==> src/rtl/div_alu_seq.sv <==
// Multi-cycle RV32M DIV/DIVU/REM/REMU sequencer that borrows the EX-stage ALU for every subtract/compare.
// Optional DIV_EARLY_OUT_EN adds a PRECHK state that short-circuits |dividend| < |divisor|.
module div_alu_seq #(
  parameter int XLEN  = 32,
  parameter int CNT_W = 5
) (
  input  logic            clk_i,
  input  logic            rst_ni,
  input  logic            req_valid_i,
  output logic            req_ready_o,
  input  logic [2:0]      funct3_i,
  input  logic [XLEN-1:0] rs1_i,
  input  logic [XLEN-1:0] rs2_i,
  input  logic            kill_i,
  output logic            alu_sel_o,
  output logic [XLEN-1:0] alu_operand_a_o,
  output logic [XLEN-1:0] alu_operand_b_o,
  output logic [3:0]      alu_op_o,
  input  logic [XLEN-1:0] alu_data_i,
  output logic            rsp_valid_o,
  input  logic            rsp_ready_i,
  output logic [XLEN-1:0] rsp_data_o,
  output logic            busy_o
);

  typedef enum logic [3:0] {
    S_IDLE, S_NEG_N, S_NEG_D,
`ifdef DIV_EARLY_OUT_EN
    S_PRECHK,
`endif
    S_ITER_CMP, S_ITER_SUB, S_FIX_Q, S_FIX_R, S_DONE
  } state_t;

  localparam logic [3:0]      OP_SUB  = 4'h1;
  localparam logic [3:0]      OP_SLTU = 4'h3;
  localparam logic [XLEN-1:0] INT_MIN = {1'b1, {(XLEN-1){1'b0}}};
`ifdef DIV_EARLY_OUT_EN
  localparam state_t POST_NEG = S_PRECHK;
`else
  localparam state_t POST_NEG = S_ITER_CMP;
`endif

  state_t            state_q, state_d;
  logic [XLEN-1:0]   n_q, n_d, d_q, d_d, r_q, r_d, q_q, q_d;
  logic [CNT_W-1:0]  cnt_q, cnt_d;
  logic              neg_n_q, neg_n_d, neg_d_q, neg_d_d, rem_q, rem_d;
  logic              rsp_valid_q, rsp_valid_d, busy_q, busy_d, req_ready_q, req_ready_d;
  logic [XLEN-1:0]   rsp_data_q, rsp_data_d;
  logic [XLEN-1:0]   rs;
  logic              sgn;

  always_comb begin
    state_d = state_q;
    n_d = n_q; d_d = d_q; r_d = r_q; q_d = q_q; cnt_d = cnt_q;
    neg_n_d = neg_n_q; neg_d_d = neg_d_q; rem_d = rem_q;
    alu_sel_o = 1'b0; alu_operand_a_o = '0; alu_operand_b_o = '0; alu_op_o = 4'h0;
    rs  = {r_q[XLEN-2:0], n_q[cnt_q]};
    // Unlisted funct3 encodings fall back to plain DIVU.
    sgn = funct3_i[2] & ~funct3_i[0];

    case (state_q)
      S_IDLE: if (req_valid_i) begin
        n_d = rs1_i; d_d = rs2_i; r_d = '0; q_d = '0; cnt_d = '1;
        rem_d   = funct3_i[2] & funct3_i[1];
        neg_n_d = sgn & rs1_i[XLEN-1];
        neg_d_d = sgn & rs2_i[XLEN-1];
        if (rs2_i == '0) begin
          q_d = '1; r_d = rs1_i; state_d = S_DONE;
        end else if (sgn && rs1_i == INT_MIN && rs2_i == '1) begin
          q_d = INT_MIN; r_d = '0; state_d = S_DONE;
        end else begin
          state_d = neg_n_d ? S_NEG_N : (neg_d_d ? S_NEG_D : POST_NEG);
        end
      end
      S_NEG_N: begin
        alu_sel_o = 1'b1; alu_op_o = OP_SUB; alu_operand_b_o = n_q;
        n_d = alu_data_i;
        state_d = neg_d_q ? S_NEG_D : POST_NEG;
      end
      S_NEG_D: begin
        alu_sel_o = 1'b1; alu_op_o = OP_SUB; alu_operand_b_o = d_q;
        d_d = alu_data_i;
        state_d = POST_NEG;
      end
`ifdef DIV_EARLY_OUT_EN
      S_PRECHK: begin
        alu_sel_o = 1'b1; alu_op_o = OP_SLTU;
        alu_operand_a_o = n_q; alu_operand_b_o = d_q;
        if (alu_data_i[0]) begin
          q_d = '0; r_d = n_q; state_d = S_FIX_R;
        end else begin
          state_d = S_ITER_CMP;
        end
      end
`endif
      S_ITER_CMP: begin
        r_d = rs;
        // With the shifted-out bit set, Rs already exceeds any 32-bit divisor.
        if (r_q[XLEN-1]) begin
          state_d = S_ITER_SUB;
        end else begin
          alu_sel_o = 1'b1; alu_op_o = OP_SLTU;
          alu_operand_a_o = rs; alu_operand_b_o = d_q;
          if (alu_data_i[0]) begin
            q_d[cnt_q] = 1'b0;
            if (cnt_q == '0) state_d = S_FIX_Q;
            else begin cnt_d = cnt_q - 1'b1; state_d = S_ITER_CMP; end
          end else begin
            state_d = S_ITER_SUB;
          end
        end
      end
      S_ITER_SUB: begin
        alu_sel_o = 1'b1; alu_op_o = OP_SUB;
        alu_operand_a_o = r_q; alu_operand_b_o = d_q;
        r_d = alu_data_i;
        q_d[cnt_q] = 1'b1;
        if (cnt_q == '0) state_d = S_FIX_Q;
        else begin cnt_d = cnt_q - 1'b1; state_d = S_ITER_CMP; end
      end
      S_FIX_Q: begin
        if ((neg_n_q ^ neg_d_q) && !rem_q) begin
          alu_sel_o = 1'b1; alu_op_o = OP_SUB; alu_operand_b_o = q_q;
          q_d = alu_data_i;
        end
        state_d = (neg_n_q && rem_q) ? S_FIX_R : S_DONE;
      end
      S_FIX_R: begin
        if (neg_n_q && rem_q) begin
          alu_sel_o = 1'b1; alu_op_o = OP_SUB; alu_operand_b_o = r_q;
          r_d = alu_data_i;
        end
        state_d = S_DONE;
      end
      S_DONE: if (rsp_ready_i) state_d = S_IDLE;
      default: state_d = S_IDLE;
    endcase

    if (kill_i) state_d = S_IDLE;

    rsp_valid_d = (state_d == S_DONE);
    rsp_data_d  = (state_d == S_DONE) ? (rem_d ? r_d : q_d) : '0;
    busy_d      = (state_d != S_IDLE);
    req_ready_d = (state_d == S_IDLE);
  end

  always_ff @(posedge clk_i or negedge rst_ni) begin
    if (!rst_ni) begin
      state_q <= S_IDLE;
      n_q <= '0; d_q <= '0; r_q <= '0; q_q <= '0; cnt_q <= '0;
      neg_n_q <= 1'b0; neg_d_q <= 1'b0; rem_q <= 1'b0;
      rsp_valid_q <= 1'b0; rsp_data_q <= '0; busy_q <= 1'b0; req_ready_q <= 1'b1;
    end else begin
      state_q <= state_d;
      n_q <= n_d; d_q <= d_d; r_q <= r_d; q_q <= q_d; cnt_q <= cnt_d;
      neg_n_q <= neg_n_d; neg_d_q <= neg_d_d; rem_q <= rem_d;
      rsp_valid_q <= rsp_valid_d; rsp_data_q <= rsp_data_d;
      busy_q <= busy_d; req_ready_q <= req_ready_d;
    end
  end

  assign rsp_valid_o = rsp_valid_q;
  assign rsp_data_o  = rsp_data_q;
  assign busy_o      = busy_q;
  assign req_ready_o = req_ready_q;

endmodule

==> config.mk <==
export PLATFORM = sky130hd
export DESIGN_NAME = div_alu_seq
export DESIGN_NICKNAME = d
export VERILOG_FILES = /design/src/rtl/div_alu_seq.sv
export SDC_FILE = /design/constraint.sdc
export NUM_CORES = 1
export LEC_CHECK = 0
export ABC_AREA = 1
export BUFFER_PORTS_ARGS = -buffer_cell sky130_fd_sc_hd__buf_2
export CELL_PAD_IN_SITES_DETAIL_PLACEMENT = 0
export CELL_PAD_IN_SITES_GLOBAL_PLACEMENT = 1
export CORE_MARGIN = 5
export CORE_UTILIZATION = 36
export CTS_BUF_LIST = sky130_fd_sc_hd__clkbuf_16
export CTS_CLUSTER_DIAMETER = 30
export DETAILED_ROUTE_END_ITERATION = 16
export HOLD_SLACK_MARGIN = 0.06
export PLACE_DENSITY = 0.88
export SLEW_MARGIN = 5
export SYNTH_ARGS = -nofsm -noshare
export SYNTH_HDL_FRONTEND = slang
export SYNTH_SLANG_ARGS = --single-unit
==> constraint.sdc <==
create_clock -name clk_i -period 2.2 [get_ports clk_i]
set_input_delay 0.22 -clock clk_i [delete_from_list [all_inputs] [get_ports clk_i]]
set_output_delay 0.22 -clock clk_i [all_outputs]
set_load 0.01 [all_outputs]
; Word-level counts from Yosys, hierarchy flattened
; Cells that the tools add are included.
[totals]
inputBits = 104
ram_bits = 0
output_inout_bits = 104
memories = 0
latch_bits = 0
reg_bits = 175
mem_bits_ro = 0
[op_classes]
multipliers = 0
reduce_logical = 20
n_bitwise = 9
shift = 0
magnitude_cmp = 2
div_mod_pow = 0
n_addsub = 1
n_mux = 55
eq_ne = 13
[op_table]
columns = operator, n
row1 = $mux 32, 17
row2 = $pmux 32 s4, 2
row3 = $pmux 32 s2, 3
row4 = $pmux 32 s5, 1
row5 = $eq 32x32->1 const B, 2
row6 = $and 32x32->32, 1
row7 = $logic_not 32->1, 1
row8 = $not 32->32, 1
row9 = $or 32x32->32, 1
row10 = $pmux 4 s8, 1
row11 = $eq 4x3->1 const B, 5
row12 = $mux 4, 5
row13 = $mux 5, 4
row14 = $pmux 5 s3, 1
row15 = $mux 1, 12
row16 = $mux 3, 3
row17 = $eq 4x2->1 const B, 2
row18 = $logic_not 4->1, 2
row19 = $pmux 2 s4, 1
row20 = $lt 5x6->1 const B, 1
row21 = $ne 2x2->1 const B, 3
row22 = $reduce_and 2->1, 3
row23 = $bmux 1 s5, 1
row24 = $demux 1 s5, 1
row25 = other kinds (17), 26

; Longest topological paths before layout
; Gate-level depths: netlist of run 1.
[depth]
depth_word = 12
depth_mapped = 14

; Worst setup path before layout of run 1
; Ideal clock, no wire load.
[synth_timing]
path_kind = register -> register
from = register cnt_q[0]
to = register rsp_data_q[10] (netlist: rsp_data_o[10])
required_time_ns = 2.079
arrival_ns = 1.971
path_slack_ns = 0.108
setup_ns = 0.121
path_buffers = 2
path_stages_with_launch = 12
period_less_slack_ns = 2.092
path_cell_list = dfrtp_1 > inv_1 > clkbuf_1 > ha_1 > inv_1 > nor2_1 > a21oi_1 > nor3_1 > nand2_1 > nand4_2 > buf_4 > nor2_1
[synth_via]
elab_chain_len = 11
word_cells_on_any_way = 20
[synth_lines]
columns = item, line
row1 = "start, declared", 45  ; logic [CNT_W-1:0] cnt_q, cnt_d;
row2 = "start signal, assigned", 150  ; n_q <= '0; d_q <= '0; r_q <= '0; q_q <= '0; cnt_q <= '0;
row3 = "start signal, assigned", 155  ; n_q <= n_d; d_q <= d_d; r_q <= r_d; q_q <= q_d; cnt_q <= cnt_d;
row4 = $lt 5x6->1 (implied by the code) / $ge 5x1->1 (equally long branches), "105, 117"
row5 = $logic_and 1x1->1 (implied by the code), "105, 117"
row6 = $mux 1 (implied by the code), "105, 117"
row7 = $demux 1 s5, "105, 117"
row8 = $not 32->32 (no source line), n/a
row9 = $and 32x32->32 (no source line), n/a
row10 = $mux 32, 104  ; if (alu_data_i[0]) begin
row11 = $mux 32, 99  ; if (r_q[XLEN-1]) begin
row12 = $pmux 32 s4, 61  ; case (state_q)
row13 = $mux 32, 142  ; rsp_data_d = (state_d == S_DONE) ? (rem_d ? r_d : q_d) : '0;
row14 = $mux 32 (*), 142
row15 = named net rsp_data_d[10], 48  ; logic [XLEN-1:0] rsp_data_q, rsp_data_d;
row16 = "end signal, assigned", 157  ; rsp_valid_q <= rsp_valid_d; rsp_data_q <= rsp_data_d;
row17 = "end, declared", 48
; The timed path passes the listed nets; every way through them passes the cells marked *.
; A chain may end at the register's enable or synchronous reset.

; Final worst setup path of run 1
[layout_timing]
from = register state_q[3]
to = output port alu_operand_b_o[18]
[layout_via]
elab_chain_len = 3
word_cells_on_any_way = 8
[layout_lines]
columns = item, line
row1 = "start, declared", 43  ; state_t state_q, state_d;
row2 = "start signal, assigned", 154  ; state_q <= state_d;
row3 = $eq 4x3->1 / $eq 4x2->1 (equally long branches), 61
row4 = $reduce_or 2->1 (no source line), n/a
row5 = $pmux 32 s5 (*), 61
row6 = "end, declared", 17  ; output logic [XLEN-1:0] alu_operand_b_o,
; Every way passes the cells marked *; elsewhere a longest branch is shown, timed or not.

==> impl_metrics.xml, run 1 <==
<?xml version="1.0" encoding="UTF-8"?>
<metrics>
  <group name="routing">
    <metric name="post-route-drc-count" unit="">0</metric>
    <metric name="dr.pass1.iters" unit="">6</metric>
    <metric name="via_per_inst" unit="">5.86</metric>
    <metric name="final_wl" unit="µm">56400</metric>
    <metric name="num_vias" unit="">13800</metric>
    <metric name="detail-route-antenna-nets" unit="">0</metric>
    <metric name="routedWlPerCell" unit="µm">24.0</metric>
    <metric name="detailed_route_iter0_violations" unit="">1422</metric>
  </group>
  <group name="sta">
    <metric name="layout_worst_path_cycle_share" unit="%">110</metric>
    <metric name="finalSetupViolations" unit="">83</metric>
    <metric name="timing.final.crit_period" unit="ps">2410</metric>
    <metric name="achievable-frequency" unit="MHz">415</metric>
    <metric name="report.final.hold_viol_count" unit="">0</metric>
    <metric name="grt_setup_unrepaired" unit="">yes</metric>
    <metric name="finalMaxSlewViolations" unit="">0</metric>
    <metric name="worst_pin_slew" unit="ps">502</metric>
    <metric name="max_slew_margin" unit="%">66.6</metric>
    <metric name="clock-skew-final" unit="ps">12.6</metric>
    <metric name="worst_hold_margin" unit="ps">67.2</metric>
    <metric name="setup_ws" unit="ps">-211</metric>
    <metric name="fin_setup_tns" unit="ps">-6710</metric>
  </group>
  <group name="worst_hold_path">
    <metric name="hold_depth" unit="">3</metric>
    <metric name="worstHoldPathType" unit="">input port to flip-flop</metric>
  </group>
  <group name="pwr">
    <metric name="pwr_density_cell" unit="nW/µm²">776</metric>
    <metric name="internal_power" unit="mW">7.28</metric>
    <metric name="sw_frac_of_total" unit="%">40.0</metric>
    <metric name="power_share_of_the_clock_group" unit="%">27.3</metric>
    <metric name="report.power.total" unit="mW">12.1</metric>
    <metric name="leakage" unit="nW">7.51</metric>
    <metric name="irDropWorstVdd" unit="mV">0.556</metric>
    <metric name="power.share.sequential" unit="%">36.6</metric>
    <metric name="power_switching" unit="mW">4.85</metric>
    <metric name="p_comb_share" unit="%">36.1</metric>
  </group>
  <group name="floorplan">
    <metric name="design.die.area" unit="µm²">35200</metric>
    <metric name="io_pins" unit="">208</metric>
    <metric name="die_w" unit="µm">188</metric>
    <metric name="std_cell_rows" unit="">65</metric>
    <metric name="initial_utilization" unit="%">36.3</metric>
    <metric name="design.core.area" unit="µm²">31300</metric>
    <metric name="die_h" unit="µm">188</metric>
  </group>
  <group name="clock_network">
    <metric name="htreeDepth" unit="">4</metric>
    <metric name="clock_buffers_created_by_tritoncts" unit="">17</metric>
    <metric name="cts_root_buffer_type" unit="">clkbuf_16</metric>
    <metric name="cts_max_path_buffers" unit="">2</metric>
    <metric name="clk_pin_slew" unit="ps">70</metric>
    <metric name="cts.sinks" unit="">175</metric>
    <metric name="source_to_sink_clock_delay_at_the_later_pin_of_the_worst_skew_pair" unit="ps">450</metric>
    <metric name="tritoncts" unit="">built</metric>
  </group>
  <group name="finish">
    <metric name="insertedDiodeCount" unit="">0</metric>
    <metric name="most-common-layout-cells" unit="">365 x nand2_1, 200 x buf_2, 187 x inv_1</metric>
    <metric name="area_delta_synth_final" unit="%">37.6</metric>
    <metric name="post_route_cells_drive_above_1_share" unit="%">28.2</metric>
    <metric name="num-nets-final" unit="">2048</metric>
    <metric name="mostFrequentLayoutCell" unit="">nand2_1</metric>
    <metric name="utilization" unit="%">49.9</metric>
  </group>
  <group name="synth">
    <metric name="avgSynthCellArea" unit="µm²">6.80</metric>
    <metric name="syn-cell-area" unit="µm²">11400</metric>
    <metric name="synth.distinct_cells" unit="">39</metric>
    <metric name="postSynthRegisterBits" unit="">175</metric>
    <metric name="synth_cells" unit="">1670</metric>
    <metric name="synth-warning-count" unit="">0</metric>
    <metric name="synth_sequential_area_ratio" unit="%">38.6</metric>
  </group>
  <group name="global_route">
    <metric name="grt_pass1_vias" unit="">13600</metric>
    <metric name="first_pass_grt_wire_length" unit="µm">81800</metric>
    <metric name="global_route.overflow_total" unit="">0</metric>
    <metric name="globalRouteTotalUtil" unit="%">30.4</metric>
    <metric name="grt_antenna_before_repair" unit="">0</metric>
    <metric name="pin_count_of_the_biggest_net_entering_global_routing" unit="">65</metric>
  </group>
  <group name="setup_path">
    <metric name="critical-path-slowest-cell" unit="">dfrtp_2</metric>
    <metric name="worst-setup-path-type" unit="">flip-flop to output pin</metric>
    <metric name="worst_endpoint_required_time" unit="ps">1980</metric>
    <metric name="critical_path_arrival" unit="ps">2190</metric>
    <metric name="worstPathCellList" unit="">nor2_4 -&gt; nand2_2 -&gt; nor2_4 -&gt; nand2_2 -&gt; buf_12 -&gt; buf_12 -&gt; o22ai_2 -&gt; buf_4 -&gt; a21oi_2 -&gt; o21ai_1 -&gt; buf_2</metric>
    <metric name="rr_worst_depth" unit="">12</metric>
    <metric name="start_kind" unit="">flip-flop</metric>
    <metric name="slowest_delay" unit="ps">460</metric>
    <metric name="critical_path_peak_fanout" unit="">10</metric>
    <metric name="cp-end-kind" unit="">output pin</metric>
    <metric name="kind_of_cell_adding_the_most_delay_to_the_critical_path" unit="">buffers and inverters</metric>
    <metric name="critical_path_buf_inv_count" unit="">4</metric>
    <metric name="worstSetupPathDepth" unit="">11</metric>
  </group>
  <group name="placed_design">
    <metric name="dpl_worst_slack" unit="ps">-79.8</metric>
    <metric name="buffer_ports.inserted" unit="">205</metric>
    <metric name="place_congestion" unit="">1.01</metric>
    <metric name="post-dp-hpwl" unit="µm">40500</metric>
  </group>
  <group name="job">
    <metric name="maximum_capacitance_violations" unit="">0</metric>
  </group>
  <group name="run_status">
    <metric name="status" unit="">finished, violations left</metric>
    <metric name="violated_checks" unit="">setup timing</metric>
  </group>
</metrics>
[state kept, by name, indices dropped and copies added, names as in the netlist]
signal,cells
neg_d_q,1
d_q,32
r_q,32
cnt_q,5
rsp_data_o,32
req_ready_o,1
q_q,32
rem_q,1
state_q,4
busy_o,1
n_q,32
rsp_valid_o,1
neg_n_q,1
[cell usage after synthesis, drive strengths merged]
master	count	area, µm²
nor3	17	85.1
nor4	2	12.5
conb	1	3.75
o21ai	223	1120
dfrtp	174	4350
a22oi	5	37.5
ha	4	50.1
dfstp	1	26.3
clkbuf	55	206
o211ai	34	255
nand4	62	394
nor2	181	724
o31ai	2	15.0
a211oi	1	7.51
o2111ai	3	26.3
nand3b	2	15.0
nand3	112	566
inv	207	777
o22ai	33	206
o21a	2	15.0
a31oi	12	75.1
buf	44	275
a21oi	69	345
o32ai	7	61.3
a221oi	5	43.8
nand2	394	1490
o221ai	12	105
a221o	6	60.1
[layout make-up]
class / count / area (µm²)
fill: 3075 / 15700
multi-input combinational: 1191 / 6540
sequential: 175 / 4390
timing repair buffer: 348 / 2780
inverter: 207 / 801
tap: 402 / 503
clock buffer: 17 / 425
clock inverter: 14 / 181
[power by group through the flow]
stage	combinational, mW	clock [mW]	sequential (mW)
after floorplan	2.18	0	4.22
after global placement	3.61	0	4.37
after detailed placement	3.66	0	4.40
after CTS	3.94	3.34	4.37
after global routing	4.70	3.46	4.49
final	4.38	3.32	4.44
[stage by stage]
stage               cells  area [µm²]
finish               2354       15600
global route         2354       15600
CTS                  2337       14900
detailed placement   2269       13400
global placement     2269       13400
floorplan            1672       11400
[worst reg2reg max path: stages (launching register included)]
cell     delay [ps]
dfrtp_1         400
buf_6           130
nor2_4          140
buf_4           140
nand2_2          90
nor2_4          170
inv_2           200
a21oi_2         210
nor3_1           90
nand2_1         130
nand4_2         130
buf_12          200
nor2_1          150
[cell families after synthesis]
kind of cell,count (synthesis),share of synthesized area [%]
AND/OR/NAND/NOR,770,28.9
AO/OA/AOI/OAI,414,20.9
buffers and inverters,306,11.1
adder cells (fa/ha/maj),4,0.441
other,1,0.0330
flip-flops,175,38.6
[metal layers]
metal	vias up	routed length, µm	global-route usage (%)
met5	-	0	0
met4	0	4560	20.3
met3	205	5020	4.82
met2	873	26100	49.5
met1	6571	20800	37.3
li1	6150	-	-
[path summary, 6_finish.rpt]
check	from	end	slack (ps)
min in group asynchronous	rst_ni	d_q[17]	280
hold reg to reg	r_q[4]	r_q[4]	500
setup reg to reg	state_q[2]	rsp_data_o[9]	-50
hold / removal	rs2_i[27]	d_q[27]	70
setup / recovery	state_q[3]	alu_operand_b_o[18]	-210
max in group asynchronous	rst_ni	q_q[4]	1160
[what timing repair did]
item | CTS | global route
endpoints found under the hold margin | 53 | 0
cloned | 3 | 7
hold buffers | 15 | 0
setup endpoints to repair | 91 | 108
pin swaps | 12 | 18
buffers inserted | 19 | 13
resized for setup | 182 | 151
(Power assumes the default switching activity.)
==> run 2: changes to the inputs <==
--- a/config.mk
+++ b/config.mk
@@ -10,12 +10,12 @@
 export CELL_PAD_IN_SITES_DETAIL_PLACEMENT = 0
 export CELL_PAD_IN_SITES_GLOBAL_PLACEMENT = 1
 export CORE_MARGIN = 5
-export CORE_UTILIZATION = 36
+export CORE_UTILIZATION = 30
 export CTS_BUF_LIST = sky130_fd_sc_hd__clkbuf_16
 export CTS_CLUSTER_DIAMETER = 30
 export DETAILED_ROUTE_END_ITERATION = 16
 export HOLD_SLACK_MARGIN = 0.06
-export PLACE_DENSITY = 0.88
+export PLACE_DENSITY = 0.77
 export SLEW_MARGIN = 5
 export SYNTH_ARGS = -nofsm -noshare
 export SYNTH_HDL_FRONTEND = slang
==> impl_metrics.xml, run 2 (synthesis results as in run 1) <==
<?xml version="1.0" encoding="UTF-8"?>
<metrics>
  <group name="global_route">
    <metric name="global_route.overflow_total" unit="">0</metric>
    <metric name="grt_pass1_vias" unit="">13500</metric>
    <metric name="grt_antenna_before_repair" unit="">0</metric>
    <metric name="globalRouteTotalUtil" unit="%">27.5</metric>
    <metric name="first_pass_grt_wire_length" unit="µm">85500</metric>
    <metric name="pin_count_of_the_biggest_net_entering_global_routing" unit="">60</metric>
  </group>
  <group name="floorplan">
    <metric name="initial_utilization" unit="%">30.3</metric>
    <metric name="design.die.area" unit="µm²">41800</metric>
    <metric name="std_cell_rows" unit="">71</metric>
    <metric name="design.core.area" unit="µm²">37500</metric>
    <metric name="die_w" unit="µm">205</metric>
    <metric name="die_h" unit="µm">205</metric>
    <metric name="io_pins" unit="">208</metric>
  </group>
  <group name="clock_network">
    <metric name="cts_root_buffer_type" unit="">clkbuf_16</metric>
    <metric name="cts.sinks" unit="">175</metric>
    <metric name="htreeDepth" unit="">4</metric>
    <metric name="clk_pin_slew" unit="ps">70</metric>
    <metric name="source_to_sink_clock_delay_at_the_later_pin_of_the_worst_skew_pair" unit="ps">460</metric>
    <metric name="clock_buffers_created_by_tritoncts" unit="">17</metric>
    <metric name="cts_max_path_buffers" unit="">2</metric>
    <metric name="tritoncts" unit="">built</metric>
  </group>
  <group name="setup_path">
    <metric name="cp-end-kind" unit="">output pin</metric>
    <metric name="rr_worst_depth" unit="">13</metric>
    <metric name="critical_path_buf_inv_count" unit="">5</metric>
    <metric name="regToRegEndpoint" unit="">rsp_data_o[22]</metric>
    <metric name="r2r_start" unit="">state_q[0]</metric>
    <metric name="worstPathCellList" unit="">inv_1 -&gt; nor2_4 -&gt; nand2_4 -&gt; buf_12 -&gt; buf_8 -&gt; clkinvlp_4 -&gt; a22oi_1 -&gt; o211ai_1 -&gt; buf_2</metric>
    <metric name="start_kind" unit="">flip-flop</metric>
    <metric name="critical_path_peak_fanout" unit="">7</metric>
    <metric name="kind_of_cell_adding_the_most_delay_to_the_critical_path" unit="">buffers and inverters</metric>
    <metric name="r2r_setup_slack" unit="ps">-60</metric>
    <metric name="critical_path_arrival" unit="ps">2280</metric>
    <metric name="crit_end" unit="">alu_operand_b_o[22]</metric>
    <metric name="start_point_of_the_critical_path" unit="">state_q[1]</metric>
    <metric name="slowest_delay" unit="ps">450</metric>
    <metric name="critical-path-slowest-cell" unit="">dfrtp_2</metric>
    <metric name="worstSetupPathDepth" unit="">9</metric>
    <metric name="worst-setup-path-type" unit="">flip-flop to output pin</metric>
    <metric name="worst_endpoint_required_time" unit="ps">1980</metric>
  </group>
  <group name="finish">
    <metric name="area_delta_synth_final" unit="%">45.4</metric>
    <metric name="utilization" unit="%">44.1</metric>
    <metric name="final_area" unit="µm²">16500</metric>
    <metric name="most-common-layout-cells" unit="">362 x nand2_1, 199 x buf_2, 188 x inv_1</metric>
    <metric name="insertedDiodeCount" unit="">0</metric>
    <metric name="post_route_cells_drive_above_1_share" unit="%">30.7</metric>
    <metric name="mostFrequentLayoutCell" unit="">nand2_1</metric>
    <metric name="num-nets-final" unit="">2100</metric>
  </group>
  <group name="job">
    <metric name="maximum_capacitance_violations" unit="">0</metric>
  </group>
  <group name="routing">
    <metric name="detail-route-antenna-nets" unit="">0</metric>
    <metric name="final_wl" unit="µm">63300</metric>
    <metric name="num_vias" unit="">13900</metric>
    <metric name="routedWlPerCell" unit="µm">25.1</metric>
    <metric name="via_per_inst" unit="">5.54</metric>
    <metric name="post-route-drc-count" unit="">0</metric>
    <metric name="dr.pass1.iters" unit="">5</metric>
    <metric name="detailed_route_iter0_violations" unit="">1291</metric>
  </group>
  <group name="sta">
    <metric name="grt_setup_unrepaired" unit="">yes</metric>
    <metric name="finalMaxSlewViolations" unit="">0</metric>
    <metric name="achievable-frequency" unit="MHz">401</metric>
    <metric name="layout_worst_path_cycle_share" unit="%">113</metric>
    <metric name="max_slew_margin" unit="%">61.9</metric>
    <metric name="clock-skew-final" unit="ps">14.7</metric>
    <metric name="report.final.hold_viol_count" unit="">0</metric>
    <metric name="worst_hold_margin" unit="ps">69.6</metric>
    <metric name="setup_ws" unit="ps">-296</metric>
    <metric name="fin_setup_tns" unit="ps">-7270</metric>
    <metric name="finalSetupViolations" unit="">46</metric>
    <metric name="timing.final.crit_period" unit="ps">2500</metric>
    <metric name="worst_pin_slew" unit="ps">571</metric>
  </group>
  <group name="placed_design">
    <metric name="dpl_worst_slack" unit="ps">-106</metric>
    <metric name="dpl_cell_area" unit="µm²">13600</metric>
    <metric name="place_congestion" unit="">0.975</metric>
    <metric name="buffer_ports.inserted" unit="">205</metric>
    <metric name="post-dp-hpwl" unit="µm">44200</metric>
  </group>
  <group name="worst_hold_path">
    <metric name="hold_depth" unit="">3</metric>
    <metric name="worstHoldPathType" unit="">input port to flip-flop</metric>
  </group>
  <group name="pwr">
    <metric name="pwr_density_cell" unit="nW/µm²">736</metric>
    <metric name="leakage" unit="nW">7.80</metric>
    <metric name="irDropWorstVdd" unit="mV">0.592</metric>
  </group>
  <group name="run_status">
    <metric name="status" unit="">finished, violations left</metric>
    <metric name="violated_checks" unit="">setup timing</metric>
  </group>
</metrics>
run 2: where the power goes:
part	internal, mW	leakage (nW)	total [mW]	switching (mW)
clock	1.55	0.266	3.01	1.45
combinational	1.68	5.30	4.70	3.03
sequential	3.89	2.23	4.44	0.551
total	7.12	7.80	12.1	5.03
run 2: how the worst min path moves through the flow:
stage | endpoint | start | slack [ps]
floorplan | busy_o | rst_ni | -80
global placement | d_q[9] | rst_ni | 230
detailed placement | d_q[9] | rst_ni | 230
CTS | d_q[3] | rs2_i[3] | 60
global route | n_q[18] | rs1_i[18] | 80
finish | d_q[3] | rs2_i[3] | 70
run 2: area by class of cell:
cell class	count	area [µm²]
clock inverter	15	123
fill	3833	21000
sequential	175	4390
tap	511	639
inverter	207	812
clock buffer	17	425
timing repair buffer	400	3420
multi-input combinational	1191	6710
run 2: per-layer routing:
layer	wire length, µm	GRT usage (%)	vias to the layer above
met5	0	0	-
met3	4300	3.58	203
li1	-	-	6259
met1	24700	33.3	6769
met2	29400	47.0	706
met4	4830	15.6	0
run 2: per-stage QoR:
step | cells | total power [mW]
2_1_floorplan | 1672 | 6.40
3_3_place_gp | 2401 | 8.10
3_5_place_dp | 2401 | 8.13
4_1_cts | 2473 | 11.7
5_1_grt | 2516 | 12.7
6_report | 2516 | 12.1
run 2: worst reg2reg max path: stages (launching register included):
cell      delay [ps]
dfrtp_2          450
buf_6            140
nor2_4           150
buf_6            130
nand2_4           60
nor2_4           160
buf_6            150
buf_4            130
o21ai_4           80
clkinv_4         150
buf_12           150
nand4_1          220
nand2_1          140
nor2_1            50
run 2: timing repair:
| item | CTS | global route |
|---|---|---|
| hold buffers | 24 | 0 |
| setup buffers | 18 | 29 |
| endpoints found under the hold margin | 67 | 0 |
| cloned | 4 | 19 |
| setup endpoints to repair | 89 | 93 |
| pin swaps | 18 | 58 |
| gates resized for setup | 191 | 200 |
==> run 3: changes to the inputs <==
--- a/config.mk
+++ b/config.mk
@@ -15,7 +15,7 @@
 export CTS_CLUSTER_DIAMETER = 30
 export DETAILED_ROUTE_END_ITERATION = 16
 export HOLD_SLACK_MARGIN = 0.06
-export PLACE_DENSITY = 0.77
+export PLACE_DENSITY = 0.75
 export SLEW_MARGIN = 5
 export SYNTH_ARGS = -nofsm -noshare
 export SYNTH_HDL_FRONTEND = slang
==> constraint.sdc (replaced) <==
create_clock -name clk_i -period 2.5 [get_ports clk_i]
set_input_delay 0.25 -clock clk_i [delete_from_list [all_inputs] [get_ports clk_i]]
set_output_delay 0.25 -clock clk_i [all_outputs]
set_load 0.01 [all_outputs]
==> impl_metrics.xml, run 3 (synthesis results as in run 1) <==
<?xml version="1.0" encoding="UTF-8"?>
<metrics>
  <group name="run_status">
    <metric name="status" unit="">finished, final reports clean</metric>
  </group>
  <group name="sta">
    <metric name="finalSetupViolations" unit="">0</metric>
    <metric name="max_slew_margin" unit="%">64.8</metric>
    <metric name="clock-skew-final" unit="ps">13.0</metric>
    <metric name="layout_worst_path_cycle_share" unit="%">99.0</metric>
    <metric name="setup_ws" unit="ps">24.7</metric>
    <metric name="achievable-frequency" unit="MHz">404</metric>
    <metric name="worst_pin_slew" unit="ps">528</metric>
    <metric name="report.final.hold_viol_count" unit="">0</metric>
    <metric name="timing.final.crit_period" unit="ps">2480</metric>
    <metric name="finalMaxSlewViolations" unit="">0</metric>
    <metric name="fin_setup_tns" unit="ps">0</metric>
  </group>
  <group name="clock_network">
    <metric name="clock_buffers_created_by_tritoncts" unit="">17</metric>
    <metric name="cts_max_path_buffers" unit="">2</metric>
    <metric name="cts.sinks" unit="">175</metric>
    <metric name="clk_pin_slew" unit="ps">80</metric>
    <metric name="source_to_sink_clock_delay_at_the_later_pin_of_the_worst_skew_pair" unit="ps">450</metric>
    <metric name="htreeDepth" unit="">4</metric>
    <metric name="cts_root_buffer_type" unit="">clkbuf_16</metric>
    <metric name="tritoncts" unit="">built</metric>
  </group>
  <group name="pwr">
    <metric name="pwr_density_cell" unit="nW/µm²">705</metric>
    <metric name="leakage" unit="nW">6.91</metric>
    <metric name="report.power.total" unit="mW">9.92</metric>
    <metric name="irDropWorstVdd" unit="mV">0.420</metric>
  </group>
  <group name="global_route">
    <metric name="first_pass_grt_wire_length" unit="µm">83700</metric>
    <metric name="globalRouteTotalUtil" unit="%">27.1</metric>
    <metric name="busiest_layer" unit="">met2</metric>
    <metric name="global_route.usage.met1" unit="%">32.8</metric>
    <metric name="gr-usage-met3" unit="%">3.56</metric>
    <metric name="global_route.overflow_total" unit="">0</metric>
    <metric name="grt_pass1_vias" unit="">12800</metric>
    <metric name="grt_antenna_before_repair" unit="">0</metric>
    <metric name="pin_count_of_the_biggest_net_entering_global_routing" unit="">63</metric>
    <metric name="grt.met2_usage" unit="%">46.6</metric>
  </group>
  <group name="setup_path">
    <metric name="start_kind" unit="">flip-flop</metric>
    <metric name="worst-setup-path-type" unit="">flip-flop to output pin</metric>
    <metric name="cp-end-kind" unit="">output pin</metric>
    <metric name="critical_path_arrival" unit="ps">2230</metric>
    <metric name="worst_endpoint_required_time" unit="ps">2250</metric>
    <metric name="critical_path_peak_fanout" unit="">12</metric>
  </group>
  <group name="routing">
    <metric name="detailed_route_iter0_violations" unit="">1047</metric>
    <metric name="num_vias" unit="">13000</metric>
    <metric name="post-route-drc-count" unit="">0</metric>
    <metric name="final_wl" unit="µm">57800</metric>
    <metric name="routedWlPerCell" unit="µm">24.1</metric>
    <metric name="dr.pass1.iters" unit="">6</metric>
    <metric name="detail-route-antenna-nets" unit="">0</metric>
    <metric name="via_per_inst" unit="">5.40</metric>
  </group>
  <group name="worst_hold_path">
    <metric name="worstHoldPathType" unit="">input port to flip-flop</metric>
  </group>
  <group name="finish">
    <metric name="insertedDiodeCount" unit="">0</metric>
    <metric name="num-nets-final" unit="">1987</metric>
    <metric name="post_route_cells_drive_above_1_share" unit="%">19.2</metric>
    <metric name="mostFrequentLayoutCell" unit="">nand2_1</metric>
    <metric name="area_delta_synth_final" unit="%">23.9</metric>
    <metric name="most-common-layout-cells" unit="">383 x nand2_1, 208 x o21ai_0, 204 x buf_2</metric>
  </group>
  <group name="floorplan">
    <metric name="die_w" unit="µm">205</metric>
    <metric name="design.die.area" unit="µm²">41800</metric>
    <metric name="std_cell_rows" unit="">71</metric>
    <metric name="initial_utilization" unit="%">30.3</metric>
    <metric name="io_pins" unit="">208</metric>
    <metric name="die_h" unit="µm">205</metric>
    <metric name="design.core.area" unit="µm²">37500</metric>
  </group>
  <group name="placed_design">
    <metric name="place_congestion" unit="">0.974</metric>
    <metric name="post-dp-hpwl" unit="µm">44200</metric>
    <metric name="dpl_worst_slack" unit="ps">259</metric>
    <metric name="buffer_ports.inserted" unit="">205</metric>
  </group>
  <group name="job">
    <metric name="maximum_capacitance_violations" unit="">0</metric>
  </group>
</metrics>
==> run 3: cell count changes in the layout (fill, tap and decap cells not counted), moves of 20 or more <==
cell	previous run	this run
o21ai_0	144	208
nor2_1	115	168
o21ai_1	51	10
buf_4	94	56
nor2_2	39	5
buf_6	30	7
nand2_1	362	383
o21ai_2	25	5
==> run 3: worst max-delay path: stages (launching register included) <==
cell and delay [ps]:
dfrtp_2 430, inv_2 70, nor2_2 160, nand2_4 110
nor2_4 150, inv_6 90, buf_6 160, o22ai_1 120
buf_4 150, a21oi_1 50, o21ai_0 100, buf_2 170
==> run 3: worst paths after layout <==
kind                            start             endpoint  slack [ps]  cells after the start
setup / recovery           state_q[0]  alu_operand_b_o[29]          20                     11
hold / removal              rs1_i[27]              n_q[27]          80                      3
setup reg to reg           state_q[2]       rsp_data_o[10]         190                     11
hold reg to reg                r_q[4]               r_q[4]         500                      2
max in group asynchronous      rst_ni          req_ready_o        1390                      3
min in group asynchronous      rst_ni              n_q[11]         310                      2
==> run 3: report_power, final <==
group / internal (mW) / switching (mW) / leakage [nW]
clock: 1.45 / 1.26 / 0.277
combinational: 1.08 / 2.28 / 4.40
sequential: 3.42 / 0.426 / 2.24
total: 5.95 / 3.97 / 6.91
==> run 3: area by class of cell <==
class                   instances  area [µm²]
clock inverters                14         130
inverters                     207         786
clock buffers                  17         425
flip-flops and latches        175        4380
multi-input cells            1191        5850
well taps                     511         639
repair buffers                287        1860
fillers                      4122       23400
==> run 3: metrics by stage <==
stage / hold WS (ps) / instance area [µm²] / utilization, % / instances
6_report: 78.2 / 14100 / 37.5 / 2402
5_1_grt: 86.2 / 14100 / 37.5 / 2402
4_1_cts: 62.0 / 13900 / 37.2 / 2399
3_5_place_dp: 231 / 13200 / 35.3 / 2361
3_3_place_gp: 240 / 13200 / 35.3 / 2361
2_1_floorplan: -45.6 / 11400 / - / 1672
==> run 3: timing repair <==
item,in CTS,in global routing
pin swaps,2,6
gates cloned,0,0
hold endpoints to repair,44,0
hold buffers,5,0
buffers inserted,2,3
setup endpoints to repair,28,40
gates resized for setup,29,36
==> run 3: metal layers <==
| layer | vias up | wire length (µm) |
|---|---|---|
| li1 | 6000 | - |
| met1 | 6310 | 22500 |
| met2 | 543 | 28400 |
| met3 | 116 | 3240 |
| met4 | 0 | 3650 |
| met5 | - | 0 |
